`src/rtl/riscv_pkg.sv`:
```
// Shared RISC-V core constants and the writeback result-select encoding.
// Imported by the writeback-stage modules.
package riscv_pkg;

   localparam int XLEN      = 32;
   localparam int REG_IDX_W = 5;

   typedef enum logic [1:0] {
      RES_ALU  = 2'b00,
      RES_MEM  = 2'b01,
      RES_PC4  = 2'b10,
      RES_RSVD = 2'b11
   } result_src_e;

endpackage

```
`src/rtl/wb_result_mux.sv`:
```
// Writeback result select: combinational, 0-cycle latency from the W-stage inputs.
// The reserved encoding (and any unknown one) yields all-zero, so X never reaches the array.
module wb_result_mux #(
   parameter int XLEN = riscv_pkg::XLEN
) (
   input  logic [1:0]      result_srcW,
   input  logic [XLEN-1:0] ALU_resultW,
   input  logic [XLEN-1:0] read_dataW,
   input  logic [XLEN-1:0] pcplus4W,
   output logic [XLEN-1:0] resultW
);
   import riscv_pkg::*;

   result_src_e sel;

   assign sel = result_src_e'(result_srcW);

   always_comb begin
      resultW = '0;
      case (sel)
         RES_ALU: resultW = ALU_resultW;
         RES_MEM: resultW = read_dataW;
         RES_PC4: resultW = pcplus4W;
         default: resultW = '0;
      endcase
   end

endmodule

```
`src/rtl/wb_regfile.sv`:
```
// Writeback stage: result select, architectural register file with same-cycle write-to-read bypass.
// Single rising-edge design, synchronous active-high reset; WB_TRACE_EN adds a registered write trace.
module wb_regfile #(
   parameter int XLEN            = riscv_pkg::XLEN,
   parameter int NREGS           = 32,
   parameter int ZERO_REG_EN_IDX = 0
) (
   input  logic                     clk,
   input  logic                     reset,
   input  logic                     reg_writeW,
   input  logic [1:0]               result_srcW,
   input  logic [$clog2(NREGS)-1:0] rdW,
   input  logic [XLEN-1:0]          ALU_resultW,
   input  logic [XLEN-1:0]          read_dataW,
   input  logic [XLEN-1:0]          pcplus4W,
   input  logic [$clog2(NREGS)-1:0] rs1D,
   input  logic [$clog2(NREGS)-1:0] rs2D,
   output logic [XLEN-1:0]          rd1D,
   output logic [XLEN-1:0]          rd2D,
`ifdef WB_TRACE_EN
   output logic                     trace_valid,
   output logic [$clog2(NREGS)-1:0] trace_rd,
   output logic [XLEN-1:0]          trace_data,
`endif
   output logic [XLEN-1:0]          resultW
);
   import riscv_pkg::*;

   localparam int                IDX_W    = $clog2(NREGS);
   localparam logic [IDX_W-1:0]  ZERO_IDX = IDX_W'(ZERO_REG_EN_IDX);

   logic [XLEN-1:0] regs_q [NREGS];
   logic [XLEN-1:0] regs_d [NREGS];
   logic            wr_en;

   wb_result_mux #(
      .XLEN (XLEN)
   ) u_result_mux (
      .result_srcW (result_srcW),
      .ALU_resultW (ALU_resultW),
      .read_dataW  (read_dataW),
      .pcplus4W    (pcplus4W),
      .resultW     (resultW)
   );

   // Reset wins over a coincident write, and also kills the bypass while held.
   assign wr_en = reg_writeW && (rdW != ZERO_IDX) && !reset;

   always_comb begin
      regs_d = regs_q;
      if (wr_en) begin
         regs_d[rdW] = resultW;
      end
      regs_d[ZERO_REG_EN_IDX] = '0;
   end

   always_ff @(posedge clk) begin
      if (reset) begin
         for (int i = 0; i < NREGS; i++) begin
            regs_q[i] <= '0;
         end
      end else begin
         regs_q <= regs_d;
      end
   end

   always_comb begin
      rd1D = regs_q[rs1D];
      if (rs1D == ZERO_IDX) begin
         rd1D = '0;
      end else if (wr_en && (rdW == rs1D)) begin
         rd1D = resultW;
      end
   end

   always_comb begin
      rd2D = regs_q[rs2D];
      if (rs2D == ZERO_IDX) begin
         rd2D = '0;
      end else if (wr_en && (rdW == rs2D)) begin
         rd2D = resultW;
      end
   end

`ifdef WB_TRACE_EN
   logic             trace_valid_q, trace_valid_d;
   logic [IDX_W-1:0] trace_rd_q,    trace_rd_d;
   logic [XLEN-1:0]  trace_data_q,  trace_data_d;

   always_comb begin
      trace_valid_d = wr_en;
      trace_rd_d    = trace_rd_q;
      trace_data_d  = trace_data_q;
      if (wr_en) begin
         trace_rd_d   = rdW;
         trace_data_d = resultW;
      end
   end

   always_ff @(posedge clk) begin
      if (reset) begin
         trace_valid_q <= 1'b0;
         trace_rd_q    <= '0;
         trace_data_q  <= '0;
      end else begin
         trace_valid_q <= trace_valid_d;
         trace_rd_q    <= trace_rd_d;
         trace_data_q  <= trace_data_d;
      end
   end

   assign trace_valid = trace_valid_q;
   assign trace_rd    = trace_rd_q;
   assign trace_data  = trace_data_q;
`endif

endmodule

```
`config.mk`:
```
export PLATFORM = sky130hd
export DESIGN_NAME = wb_regfile
export DESIGN_NICKNAME = d
export VERILOG_FILES = /design/src/rtl/riscv_pkg.sv /design/src/rtl/wb_result_mux.sv /design/src/rtl/wb_regfile.sv
export SDC_FILE = /design/constraint.sdc
export NUM_CORES = 2
export LEC_CHECK = 0
export BUFFER_PORTS_ARGS = -buffer_cell sky130_fd_sc_hd__clkbuf_2
export CORE_MARGIN = 2
export CORE_UTILIZATION = 45
export CTS_CLUSTER_DIAMETER = 60
export DETAILED_ROUTE_END_ITERATION = 12
export GPL_TIMING_DRIVEN = 0
export SLEW_MARGIN = 20
export SYNTH_ARGS = -nofsm -noshare
export SYNTH_HDL_FRONTEND = slang
export SYNTH_HIERARCHICAL = 1
export SYNTH_SLANG_ARGS = --single-unit
```
`constraint.sdc`:
```
create_clock -name clk -period 2.71 [get_ports clk]
set_clock_uncertainty 0.05 [all_clocks]
set_input_delay 0.271 -clock clk [delete_from_list [all_inputs] [get_ports clk]]
set_output_delay 0.271 -clock clk [all_outputs]
set_load 0.05 [all_outputs]
```
-- Yosys cells after proc, flatten, opt, wreduce, memory -nomap -nowiden
Index checks and enable logic that the tools add are counted.
- input bits: 116
- output and inout port bits: 96
- bits in registers: 1024
- bitwise logic cells: 3
- equal/unequal tests: 4
- muxes and demuxes: 14
- $lt $le $gt $ge: 4
- reduce and logical (&&, ||, !) cells: 10
- operator list (kind ; count):
    $bwmux 1024 ; 1
    $bmux 32 s5 ; 2
    $mux 32 ; 9
    $demux 32 s5 ; 1
    $pmux 32 s3 ; 1
    $ge 6x6->1 const B ; 3
    $not 5->6 ; 3
    $eq 5x5->1 ; 2
    $logic_not 5->1 ; 2
    $lt 6x1->1 const B ; 1
    $logic_and 1x1->1 ; 5
    $reduce_bool 5->1 ; 1
    $eq 2x1->1 const B ; 1
    $eq 2x2->1 const B ; 1
    $logic_not 2->1 ; 1
    $logic_not 1->1 ; 1

-- Logic depth before layout (Yosys ltp)
- word-level depth: 6
- gate-level depth with buffers: 9
- mapped depth without buffers: 5

-- Modules after synthesis
Netlist, hierarchy kept.
- modules (own cells, without submodules) (module ; area each (µm²) ; instances ; seq. area each (µm²) ; cells each):
    wb_regfile ; 52246.4 ; 1 ; 19859.0 ; 6626
    wb_result_mux ; 787.0 ; 1 ; 0.0 ; 77

-- Worst setup path after synthesis
Ideal clock, no wire load.
- path kind: input -> output
- from: in result_srcW[1]
- to: out rd1D[10]
- stages on the path: 6
- path slack: -0.661 ns
- arrival time: 3.050 ns
- cells stage by stage: buf_6 > buf_6 > mux2i_1 > o2bb2ai_1 > nor2_1 > a221oi_1
- cells in the longest elaborated chain, start to end: 4
- elaborated cells on any way between the ends: 6
- RTL lines (item ; RTL line ; RTL):
    start, declared ; wb_regfile.sv:11 ; input logic [1:0] result_srcW,
    $eq 2x2->1 (tied with other cells) ; wb_result_mux.sv:20 ; case (sel)
    $pmux 32 s3 (*) ; wb_result_mux.sv:20 ;
    named net resultW[10] ; wb_regfile.sv:25 ; output logic [XLEN-1:0] resultW
    $mux 32 (*) ; wb_regfile.sv:71 ; end else if (wr_en && (rdW == rs1D)) begin
    $mux 32 (*) ; wb_regfile.sv:69 ; if (rs1D == ZERO_IDX) begin
    end, declared ; wb_regfile.sv:18 ; output logic [XLEN-1:0] rd1D,
The timed path passes the listed nets; every way through them passes the cells marked *.

-- Worst setup path after layout
- from: in rs1D[4]
- to: out rd1D[11]
- cells in the longest elaborated chain, start to end: 6
- elaborated cells on any way between the ends: 9
- RTL lines (item ; RTL line ; RTL):
    start, declared ; wb_regfile.sv:16 ; input logic [$clog2(NREGS)-1:0] rs1D,
    $not 5->6 (implied by the code) ; wb_regfile.sv:68 ; rd1D = regs_q[rs1D];
    $bmux 32 s5 ; wb_regfile.sv:68 ;
    $mux 32 (implied by the code) (2 in a row) ; wb_regfile.sv:68 ;
    $mux 32 ; wb_regfile.sv:71 ;
    $mux 32 (*) ; wb_regfile.sv:69 ;
Every way passes the cells marked *; elsewhere a longest branch is shown, timed or not. The select of a mux whose other input is x is not followed.

==> impl_metrics.ini <==
[run_status]
status = complete, but fails checks
violations = hold timing, setup timing

[synthesis]
async_flop_share = 0
ys.flop_type = dfxtp_1
synth-seq-cells = 992
syn_area_per_cell_sq_um = 7.91
netlist_instances = 6703
yosysSeqAreaShare = 0.374
synthesis.area_sq_um = 53000
ys_types = 42
yosys_warnings = 6
syn_nets = 6819
synth_edf_count = 0

[setup_path]
criticalPathCategory = in -> out
worst_path_dominant_cell_family = buffers and inverters
setup.worst_path.end_class = primary output
start_kind = input pin
arrival_ns = 2.75
slowest_delay_ns = 0.57
crit_chain = clkbuf_2 > buf_2 > nor2b_4 > clkbuf_4 > nand3_2 > and4_4 > a221oi_4 > buf_8
required_ns = 2.39
critPathSlowestCell = a221oi_4
crit_fanout = 10
crit_buf_inv = 4

[sta]
setup_ws_ns = -0.360
rsz0062_at_grt = true
worst_pin_slew_ns = 1.18
min_period_over_period = 1.13
final_hold_viol_count = 1
finalMaxSlewViolations = 0
maxSlewHeadroom = 0.213
whs_ns = -0.0113
min_period_ns = 3.07
tns_ns = -10.26
fmax_mhz = 326
finalSetupViolCount = 64

[global_routing]
grt.overflow.total = 0
grt_antenna_before_repair = 12
grt_usage = 0.438
grt_start_max_net_pins = 17
first_global_vias = 51500
grt_pass1_wl_mm = 377

[cells_and_area]
layout.nets = 7203
area_delta_synth_final_pct = 25.5
fin_area_sq_um = 66600
final_util = 0.571
largest_reg_flops = 992
drive_above_1_share = 0.241
regMostFlops = regs_q
reg_top3 = regs_q: 992 flops

[clock_network]
clk_path_buf_depth = 3
clock_sinks = 992
cts_buffers = 130
clkLatencyLatePin_ns = 0.78
clkSlewWorstSetupHoldPaths_ns = 0.06
htreeDepth = 4
tritoncts = done
cts-root-buf = clkbuf_16

[floorplanning]
core_sq_um = 117000
die_x_um = 347
pin_count = 212
initial_core_util = 0.455
die-area_sq_um = 121000
rows = 125
die_h_um = 347

[pwr]
p_per_area_nw_per_um2 = 586
power_leakage_nw = 23.3
vdd_ir_drop_max_v = 0.000733

[route]
num_vias = 55400
antenna_left = 0
wire_per_inst_um = 31.4
vias_per_cell = 6.35
drt-total-wl_mm = 274
drc = 0
drtIter0Drc = 7454
detail_route.first_pass.iterations = 6

[placed_design]
place_congestion = 1.06
dp_hpwl_mm = 214
port_buffers = 203
dpl-instance-area_sq_um = 56500

[worst_hold_path]
hold_class = in -> reg

[job]
maxCapViolCount = 0
==> Yosys cell counts (2+ instances only) <==
library cell	number	share of area
a22oi_1	378	0.054
nand4_1	4	0.00047
mux2i_1	886	0.17
and3b_1	2	0.00033
clkbuf_1	476	0.034
nor2b_1	15	0.0018
nand3_1	188	0.018
o2bb2ai_2	10	0.0028
buf_1	10	0.00071
xor2_1	8	0.0013
mux2_2	68	0.014
o2bb2ai_1	22	0.0036
nor2_1	173	0.012
and2_0	2	0.00024
buf_2	160	0.015
o21ai_0	62	0.0059
nand2_1	2015	0.14
a2bb2oi_1	2	0.00033
and4_1	62	0.010
dfxtp_1	992	0.37
or3_1	4	0.00047
a21oi_1	961	0.091
nand3b_1	6	0.00085
nor3_1	2	0.00019
or2_2	3	0.00035
buf_4	25	0.0035
mux4_2	68	0.029
xnor2_1	2	0.00033
nand2b_1	4	0.00047
and3_1	3	0.00035
a221oi_1	66	0.011
buf_6	8	0.0017
a21boi_0	2	0.00028
and2_1	5	0.00059
nor2_2	2	0.00024
==> stage by stage <==
stage | setup WS [ns] | std cells | hold WS, ns | power [mW]
2_1_floorplan | 0.103 | 6703 | 0.392 | 17.8
5_1_grt | -0.376 | 8707 | 0.000880 | 39.6
4_1_cts | -0.320 | 8676 | 0.00483 | 38.6
3_3_place_gp | -2.16 | 8430 | 0.404 | 20.0
6_report | -0.360 | 8712 | -0.0113 | 39.0
3_5_place_dp | -2.15 | 8430 | 0.409 | 20.0
==> worst reg2reg max path: cells and delay by family (launching register included) <==
family                 cells  cell delay (ns)
buffers and inverters      2             0.24
AO/OA/AOI/OAI              1             0.06
AND/OR/NAND/NOR            1             0.04
flip-flops                 1             0.33
==> path summary, 6_finish.rpt <==
kind | slack [ns] | end | cells past startpoint | start
max reg2reg | 1.84 | regs_q[322] | 4 | regs_q[322]
min | -0.01 | regs_q[797] | 4 | read_dataW[29]
max | -0.36 | rd1D[11] | 8 | rs1D[4]
min reg2reg | 0.41 | regs_q[579] | 2 | regs_q[579]
==> timing repair <==
item,in CTS,in global routing
pin swaps,306,313
setup buffers,12,30
endpoints found under the hold margin,13,2
hold buffers,13,2
gates cloned,0,1
resized for setup,1138,433
setup endpoints to repair,64,64
==> per-layer routing <==
layer	part of all wire	vias to the layer above	wire length (um)	track usage
met4	0.073	2	20000	0.279
li1	-	24100	-	-
met5	0.000040	-	11	0
met2	0.39	3528	108000	0.604
met3	0.12	641	33100	0.117
met1	0.41	27100	113000	0.601
==> cell usage in the layout (no fill, tap or decap), types with 8 or more instances in the layout <==
cell and instances:
a21oi_1 953, a21oi_2 8, a221oi_4 58, a22oi_1 242, a22oi_2 136, and4_4 56, buf_12 12, buf_2 78
buf_4 97, buf_6 61, buf_8 75, bufinv_16 10, clkbuf_1 350, clkbuf_16 142, clkbuf_2 173, clkbuf_4 40
clkbuf_8 70, clkinv_2 16, dfxtp_1 689, dfxtp_2 297, dlygate4sd3_1 15, mux2_2 68, mux2i_1 854, mux2i_2 27
mux4_2 68, nand2_1 2014, nand3_1 52, nand3_2 133, nor2_1 166, nor2b_1 8, nor2b_4 8, o21ai_0 29
o21ai_1 32, o2bb2ai_2 17, o2bb2ai_4 15, xor2_1 8
==> kinds of logic after synthesis <==
family / count (synthesis) / synth area share
simple gates: 2497 / 0.191
compound gates: 1503 / 0.168
mux: 1022 / 0.211
flops: 992 / 0.374
buf+inv: 679 / 0.0547
xor+xnor: 10 / 0.00165
==> final cells by class <==
cell class                 count  area (sq um)
buffer                       670          4250
timing repair buffer         261          2210
antenna                        5          12.5
sequential                   992         20300
clock buffer                 185          3900
clock inverter                43           520
tap                         1524          1910
multi-input combinational   5032         33500
fill                       10900         49900
==> power by group <==
part / internal [mW] / switching (mW)
combinational: 1.88 / 4.34
sequential: 14.6 / 0.0388
clock: 11.0 / 7.19
total: 27.5 / 11.6
Power figures use the tool's default switching activity.
